## config.mk

```make
export PLATFORM = sky130hd
export DESIGN_NAME = tmds_rx_channel
export DESIGN_NICKNAME = d
export VERILOG_FILES = /design/src/rtl/tmds_pkg.sv /design/src/rtl/tmds_symbol_decoder.sv /design/src/rtl/tmds_rx_channel.sv
export SDC_FILE = /design/constraint.sdc
export NUM_CORES = 1
export LEC_CHECK = 0
export CAP_MARGIN = 20
export CORE_MARGIN = 1
export CORE_UTILIZATION = 58
export DETAILED_ROUTE_END_ITERATION = 12
export GPL_ROUTABILITY_DRIVEN = 0
export GPL_TIMING_DRIVEN = 0
export HOLD_SLACK_MARGIN = 0.05
export PLACE_DENSITY = 0.79
export SLEW_MARGIN = 20
export SYNTH_ARGS = -nofsm -noshare
export SYNTH_HDL_FRONTEND = slang
export SYNTH_SLANG_ARGS = --single-unit
```

## constraint.sdc

```tcl
create_clock -name clk -period 2.2 [get_ports clk]
set_clock_uncertainty 0.05 [all_clocks]
set_input_delay 0.66 -clock clk [delete_from_list [all_inputs] [get_ports clk]]
set_output_delay 0.66 -clock clk [all_outputs]
set_load 0.01 [all_outputs]
```

## src/rtl/tmds_pkg.sv

```systemverilog
// Shared TMDS definitions: symbol width, the four control tokens and the receiver state set.
package tmds_pkg;

   localparam int TMDS_SYM_W = 10;

   localparam logic [TMDS_SYM_W-1:0] TOK_CD00 = 10'h354;
   localparam logic [TMDS_SYM_W-1:0] TOK_CD01 = 10'h0AB;
   localparam logic [TMDS_SYM_W-1:0] TOK_CD10 = 10'h154;
   localparam logic [TMDS_SYM_W-1:0] TOK_CD11 = 10'h2AB;

   typedef enum logic [1:0] {
      SEARCH  = 2'd0,
      CONFIRM = 2'd1,
      LOCKED  = 2'd2
   } rx_state_e;

   typedef struct packed {
      logic       is_token;
      logic [1:0] ctrl;
      logic [7:0] data;
   } sym_dec_t;

endpackage

```

## src/rtl/tmds_symbol_decoder.sv

```systemverilog
// Combinational TMDS 10b symbol decoder: classifies control tokens and undoes the
// transition-minimising data encoding.
module tmds_symbol_decoder
   import tmds_pkg::*;
(
   input  logic [TMDS_SYM_W-1:0] sym,
   output sym_dec_t              dec
);

   logic [7:0] q;

   // NOTE: every variable driven here gets a value before any branch, so no latch is inferred.
   always_comb begin
      dec = '0;
      q   = sym[9] ? ~sym[7:0] : sym[7:0];

      dec.data[0] = q[0];
      for (int i = 1; i < 8; i++) begin
         dec.data[i] = sym[8] ? (q[i] ^ q[i-1]) : ~(q[i] ^ q[i-1]);
      end

      case (sym)
         TOK_CD00: begin dec.is_token = 1'b1; dec.ctrl = 2'b00; end
         TOK_CD01: begin dec.is_token = 1'b1; dec.ctrl = 2'b01; end
         TOK_CD10: begin dec.is_token = 1'b1; dec.ctrl = 2'b10; end
         TOK_CD11: begin dec.is_token = 1'b1; dec.ctrl = 2'b11; end
         default:  dec.is_token = 1'b0;
      endcase
   end

endmodule

```

## src/rtl/tmds_rx_channel.sv

```systemverilog
// One TMDS receive lane: deserialiser, token-based symbol alignment and decode.
// Optional misaligned-token error counter enabled by TMDS_RX_ERRCNT_EN.
module tmds_rx_channel
   import tmds_pkg::*;
#(
   parameter int LOCK_CNT = 8,
   parameter int MIS_MAX  = 4
) (
   input  logic       clk,
   input  logic       rst,
   input  logic       sdata_i,
   output logic       valid_o,
   output logic [7:0] data_o,
   output logic [1:0] ctrl_o,
   output logic       de_o,
   output logic       locked_o
`ifdef TMDS_RX_ERRCNT_EN
   ,
   output logic [15:0] err_cnt_o
`endif
);

   localparam logic [1:0] ST_SEARCH  = SEARCH;
   localparam logic [1:0] ST_CONFIRM = CONFIRM;
   localparam logic [1:0] ST_LOCKED  = LOCKED;

   logic [TMDS_SYM_W-1:0] shreg;
   logic [3:0]            phase, phase_eff, phase_nxt;
   logic [1:0]            state, state_nxt;
   logic [7:0]            lock_cnt, lock_nxt;
   logic [7:0]            mis_cnt, mis_nxt;
   logic                  boundary, tok_hit, emit;
   sym_dec_t              dec;

   tmds_symbol_decoder u_dec (
      .sym (shreg),
      .dec (dec)
   );

   assign tok_hit = dec.is_token;

   // A token seen while searching defines the symbol boundary right here.
   always_comb begin
      phase_eff = phase;
      if (state == ST_SEARCH && tok_hit) phase_eff = 4'd9;
   end

   assign boundary  = (phase_eff == 4'd9);
   assign phase_nxt = boundary ? 4'd0 : phase_eff + 4'd1;

   always_comb begin
      state_nxt = state;
      lock_nxt  = lock_cnt;
      mis_nxt   = mis_cnt;
      emit      = 1'b0;
      case (state)
         ST_SEARCH: begin
            if (tok_hit) begin
               state_nxt = ST_CONFIRM;
               lock_nxt  = 8'd1;
            end
         end
         ST_CONFIRM: begin
            if (boundary) begin
               if (!tok_hit) begin
                  state_nxt = ST_SEARCH;
                  lock_nxt  = 8'd0;
               end else if ({1'b0, lock_cnt} + 9'd1 >= 9'(LOCK_CNT)) begin
                  state_nxt = ST_LOCKED;
                  lock_nxt  = lock_cnt + 8'd1;
                  mis_nxt   = 8'd0;
               end else begin
                  lock_nxt  = lock_cnt + 8'd1;
               end
            end
         end
         ST_LOCKED: begin
            if (boundary) begin
               emit = 1'b1;
               if (tok_hit) mis_nxt = 8'd0;
            end else if (tok_hit) begin
               // Losing lock takes priority over any symbol output in the same cycle.
               if ({1'b0, mis_cnt} + 9'd1 >= 9'(MIS_MAX)) begin
                  state_nxt = ST_SEARCH;
                  lock_nxt  = 8'd0;
                  mis_nxt   = 8'd0;
               end else begin
                  mis_nxt   = mis_cnt + 8'd1;
               end
            end
         end
         default: begin
            state_nxt = ST_SEARCH;
            lock_nxt  = 8'd0;
            mis_nxt   = 8'd0;
         end
      endcase
   end

   // NOTE: sequential state uses non-blocking assignments so every register samples pre-edge values.
   always_ff @(posedge clk or posedge rst) begin
      if (rst) begin
         shreg    <= '0;
         phase    <= '0;
         state    <= ST_SEARCH;
         lock_cnt <= '0;
         mis_cnt  <= '0;
         valid_o  <= 1'b0;
         data_o   <= '0;
         ctrl_o   <= '0;
         de_o     <= 1'b0;
         locked_o <= 1'b0;
      end else begin
         shreg    <= {sdata_i, shreg[TMDS_SYM_W-1:1]};
         phase    <= phase_nxt;
         state    <= state_nxt;
         lock_cnt <= lock_nxt;
         mis_cnt  <= mis_nxt;
         valid_o  <= emit;
         locked_o <= (state_nxt == ST_LOCKED);
         if (emit) begin
            de_o <= ~dec.is_token;
            if (dec.is_token) ctrl_o <= dec.ctrl;
            else              data_o <= dec.data;
         end
      end
   end

`ifdef TMDS_RX_ERRCNT_EN
   logic mis_hit;
   assign mis_hit = (state == ST_LOCKED) && tok_hit && !boundary;

   // Survives loss of lock so link quality can be read after a dropout.
   always_ff @(posedge clk or posedge rst) begin
      if (rst)                                    err_cnt_o <= '0;
      else if (mis_hit && err_cnt_o != 16'hFFFF)  err_cnt_o <= err_cnt_o + 16'd1;
   end
`else
   // Without the counter, misaligned hits only steer the alignment FSM.
`endif

endmodule

```

==> flow_metrics.py, run 1 <==
metrics = {
    "synthesis": {
        "synth_flop_cell": "dfrtp_1",
        "syn_area_um2": 2213,
        "synth-seq-cells": 45,
        "syn_nets": 196,
        "synth_cell_types": 52,
        "synth_cells": 187,
        "synth_area_leaders": "dfrtp_1, mux2_2, ha_1, xnor2_1, o21ai_0",
        "syn_area_per_cell_um2": 11.84,
        "async_reset_ff_frac": 1.000,
        "synth_edf_count": 0,
        "synth_warnings": 0,
        "yosysTopAreaCell": "dfrtp_1",
        "synth_commonest_cells": "dfrtp_1, nand2_1, o21ai_0, a21oi_1, mux2_2",
        "synthDominantCellAreaShare": 0.5088,
        "synth_most_common_cell": "dfrtp_1",
        "yosysSeqAreaShare": 0.5088,
    },
    "drt": {
        "antenna_left": 0,
        "route.met3.wl_um": 103,
        "drt_iter0_markers": 66,
        "drc": 0,
        "wl_per_cell_um": 15.55,
        "wl_met2_mm": 2.045,
        "wl_mm": 4.013,
        "firstDrtPassIters": 4,
        "drt-met1-wl_mm": 1.801,
        "via_per_inst": 5.860,
        "dr_total_vias": 1512,
        "topRoutingLayerUsed": "met4",
    },
    "grt": {
        "grtUsageTotal": 0.2287,
        "grt_max_degree": 24,
        "antenna_found_initial": 0,
        "grt_remaining_overflow": 0,
        "grt_pass1_wl_mm": 7.003,
        "grt_pass1_vias": 1530,
    },
    "worst_setup_path": {
        "path_max_fanout": 10,
        "r2r_end": "data_o[3]",
        "cp-startpoint": "shreg[7]",
        "crit_arrival_ps": 2180,
        "critPathKind": "reg2reg",
        "worstRegToRegCells": 7,
        "timing.rr.start": "shreg[7]",
        "crit_path_end_kind": "flop",
        "cp-start-kind": "flop",
        "cp.required_ps": 2330,
        "rrSetupSlack_ps": 150,
    },
    "pwr": {
        "peakVddDrop_v": 0.0004671,
        "pwr_density_cell_nw_per_um2": 678.9,
        "p_leak_nw": 1.207,
        "finalPower_mw": 1.729,
    },
    "sta": {
        "setup_tns_ps": 0,
        "rsz0062_at_grt": "false",
        "finalCriticalPeriod_ps": 2054,
        "hold_violations": 0,
        "finalSetupViolations": 0,
        "drv_slew": 0,
        "fmax_mhz": 486.8,
        "fin_crit_sh": 0.9337,
        "max_slew_margin": 0.5923,
        "tightest_slew_ps": 605.1,
    },
    "die": {
        "die_h_um": 63.78,
        "num_rows": 22,
        "die_x_um": 63.78,
        "start_util": 0.6046,
        "io_pins": 16,
        "core_um2": 3661,
        "dieArea_um2": 4067,
    },
    "flow_run": {
        "maxCapViolations": 0,
    },
    "cells_and_area": {
        "syn_to_final_growth_pct": 15.04,
        "layout-drive-gt1-share": 0.1714,
        "num_antenna_cells": 0,
        "utilization": 0.6955,
        "final_cell_area_um2": 2546,
        "nets": 219,
    },
    "clock_tree": {
        "htreeDepth": 2,
        "cts_tree": "built",
        "clockBufferDepth": 2,
        "numCtsBuffers": 5,
        "clk_pin_slew_ps": 80,
        "clkSinkCount": 45,
        "cts_setup_buffers": 0,
        "hold_buffers": 0,
        "cts-root-buf": "clkbuf_8",
        "clk_latency_ps": 300,
    },
    "worst_hold_path": {
        "worstHoldPathType": "reg2reg",
        "hold_path_depth": 0,
        "min_to": "shreg[6]",
        "hp-start": "shreg[7]",
    },
    "placed_design": {
        "hpwl_mm": 2.922,
        "port_buffers": 15,
        "dpl_cell_area_um2": 2451,
    },
    "outcome": {
        "status": "complete, no violations",
    },
}
[state kept, by name, summed over array words and instances, names as in the netlist]
name      cells
ctrl_o        2
data_o        8
de_o          1
lock_cnt      8
locked_o      1
mis_cnt       8
phase         4
shreg        10
state         2
valid_o       1
[final cells by class]
cell class | instances | area, um2
flip-flops and latches | 45 | 1126
fillers | 262 | 1115
multi-input cells | 132 | 1027
repair buffers | 16 | 177.7
clock buffers | 6 | 82.58
well taps | 48 | 60.06
plain buffers | 3 | 38.79
inverters | 7 | 26.28
clock inverters | 1 | 7.507
[power breakdown]
group | switching, mW | leakage [nW] | internal (mW)
combinational | 0.139 | 0.573 | 0.134
sequential | 0.0648 | 0.591 | 0.876
clock | 0.266 | 0.0433 | 0.248
[stage by stage]
step                setup WS, ps  hold WS (ps)  std cells
floorplan                  277.1         324.5        187
global placement          -319.8         332.3        250
detailed placement         22.26         348.6        251
CTS                        13.99         368.1        258
global route               24.40         378.7        258
finish                     145.9         364.9        258
[cells in the final DEF (no fill, tap or decap), drive strengths merged, types with 6 or more instances in the layout]
cell           instances
nand2                 12
clkdlybuf4s50         15
mux2                   9
and2                   7
clkbuf                 6
ha                     6
nor3                   7
inv                    7
a21oi                  8
dfrtp                 45
xnor2                  7
nor2                   7
o21ai                 11
[routing by layer]
metal,GRT usage,vias up
met5,0,-
met3,0.04821,5
li1,-,726
met1,0.2816,753
met2,0.3856,28
met4,0.1023,0
[worst max-delay path by stage]
stage,to,slack [ps],cells after the start
finish,data_o[3],150,7
global route,mis_cnt[1],20,7
CTS,lock_cnt[0],10,4
detailed placement,lock_cnt[0],20,4
global placement,lock_cnt[2],-320,2
floorplan,lock_cnt[0],280,7
[worst max-delay path, cell delays in order, from the launching register on]
cell and delay, ps:
dfrtp_1 400, inv_1 60, ha_1 120, nor4bb_1 310, and2_2 330, nor2_8 90
nand2_2 210, mux2_2 370
[what timing repair did]
| item | 4_1_cts | 5_1_grt |
|---|---|---|
| endpoints found under the setup margin | 0 | 1 |
| gates resized for setup | 0 | 1 |
| hold endpoints to repair | 0 | 0 |
[kinds of logic after synthesis]
logic type / synth area share
buf+inv: 0.02940
compound gates: 0.1436
flops: 0.5088
mux: 0.06105
simple gates: 0.1758
fa+ha+maj: 0.03392
xor+xnor: 0.04748
Note: power is estimated with default switching activity, not from simulation.
==> inputs of run 2 (changes only) <==
Settings changed: TNS_END_PERCENT from default to 5.
==> results of run 2 <==
Same layout as run 1: the final DEF is identical, and so are final timing and power.
==> inputs of run 3 (changes only) <==
Settings changed: CORE_MARGIN 1 to default.
==> results of run 3 <==
Same layout as run 1: the final DEF is identical, and so are final timing and power.
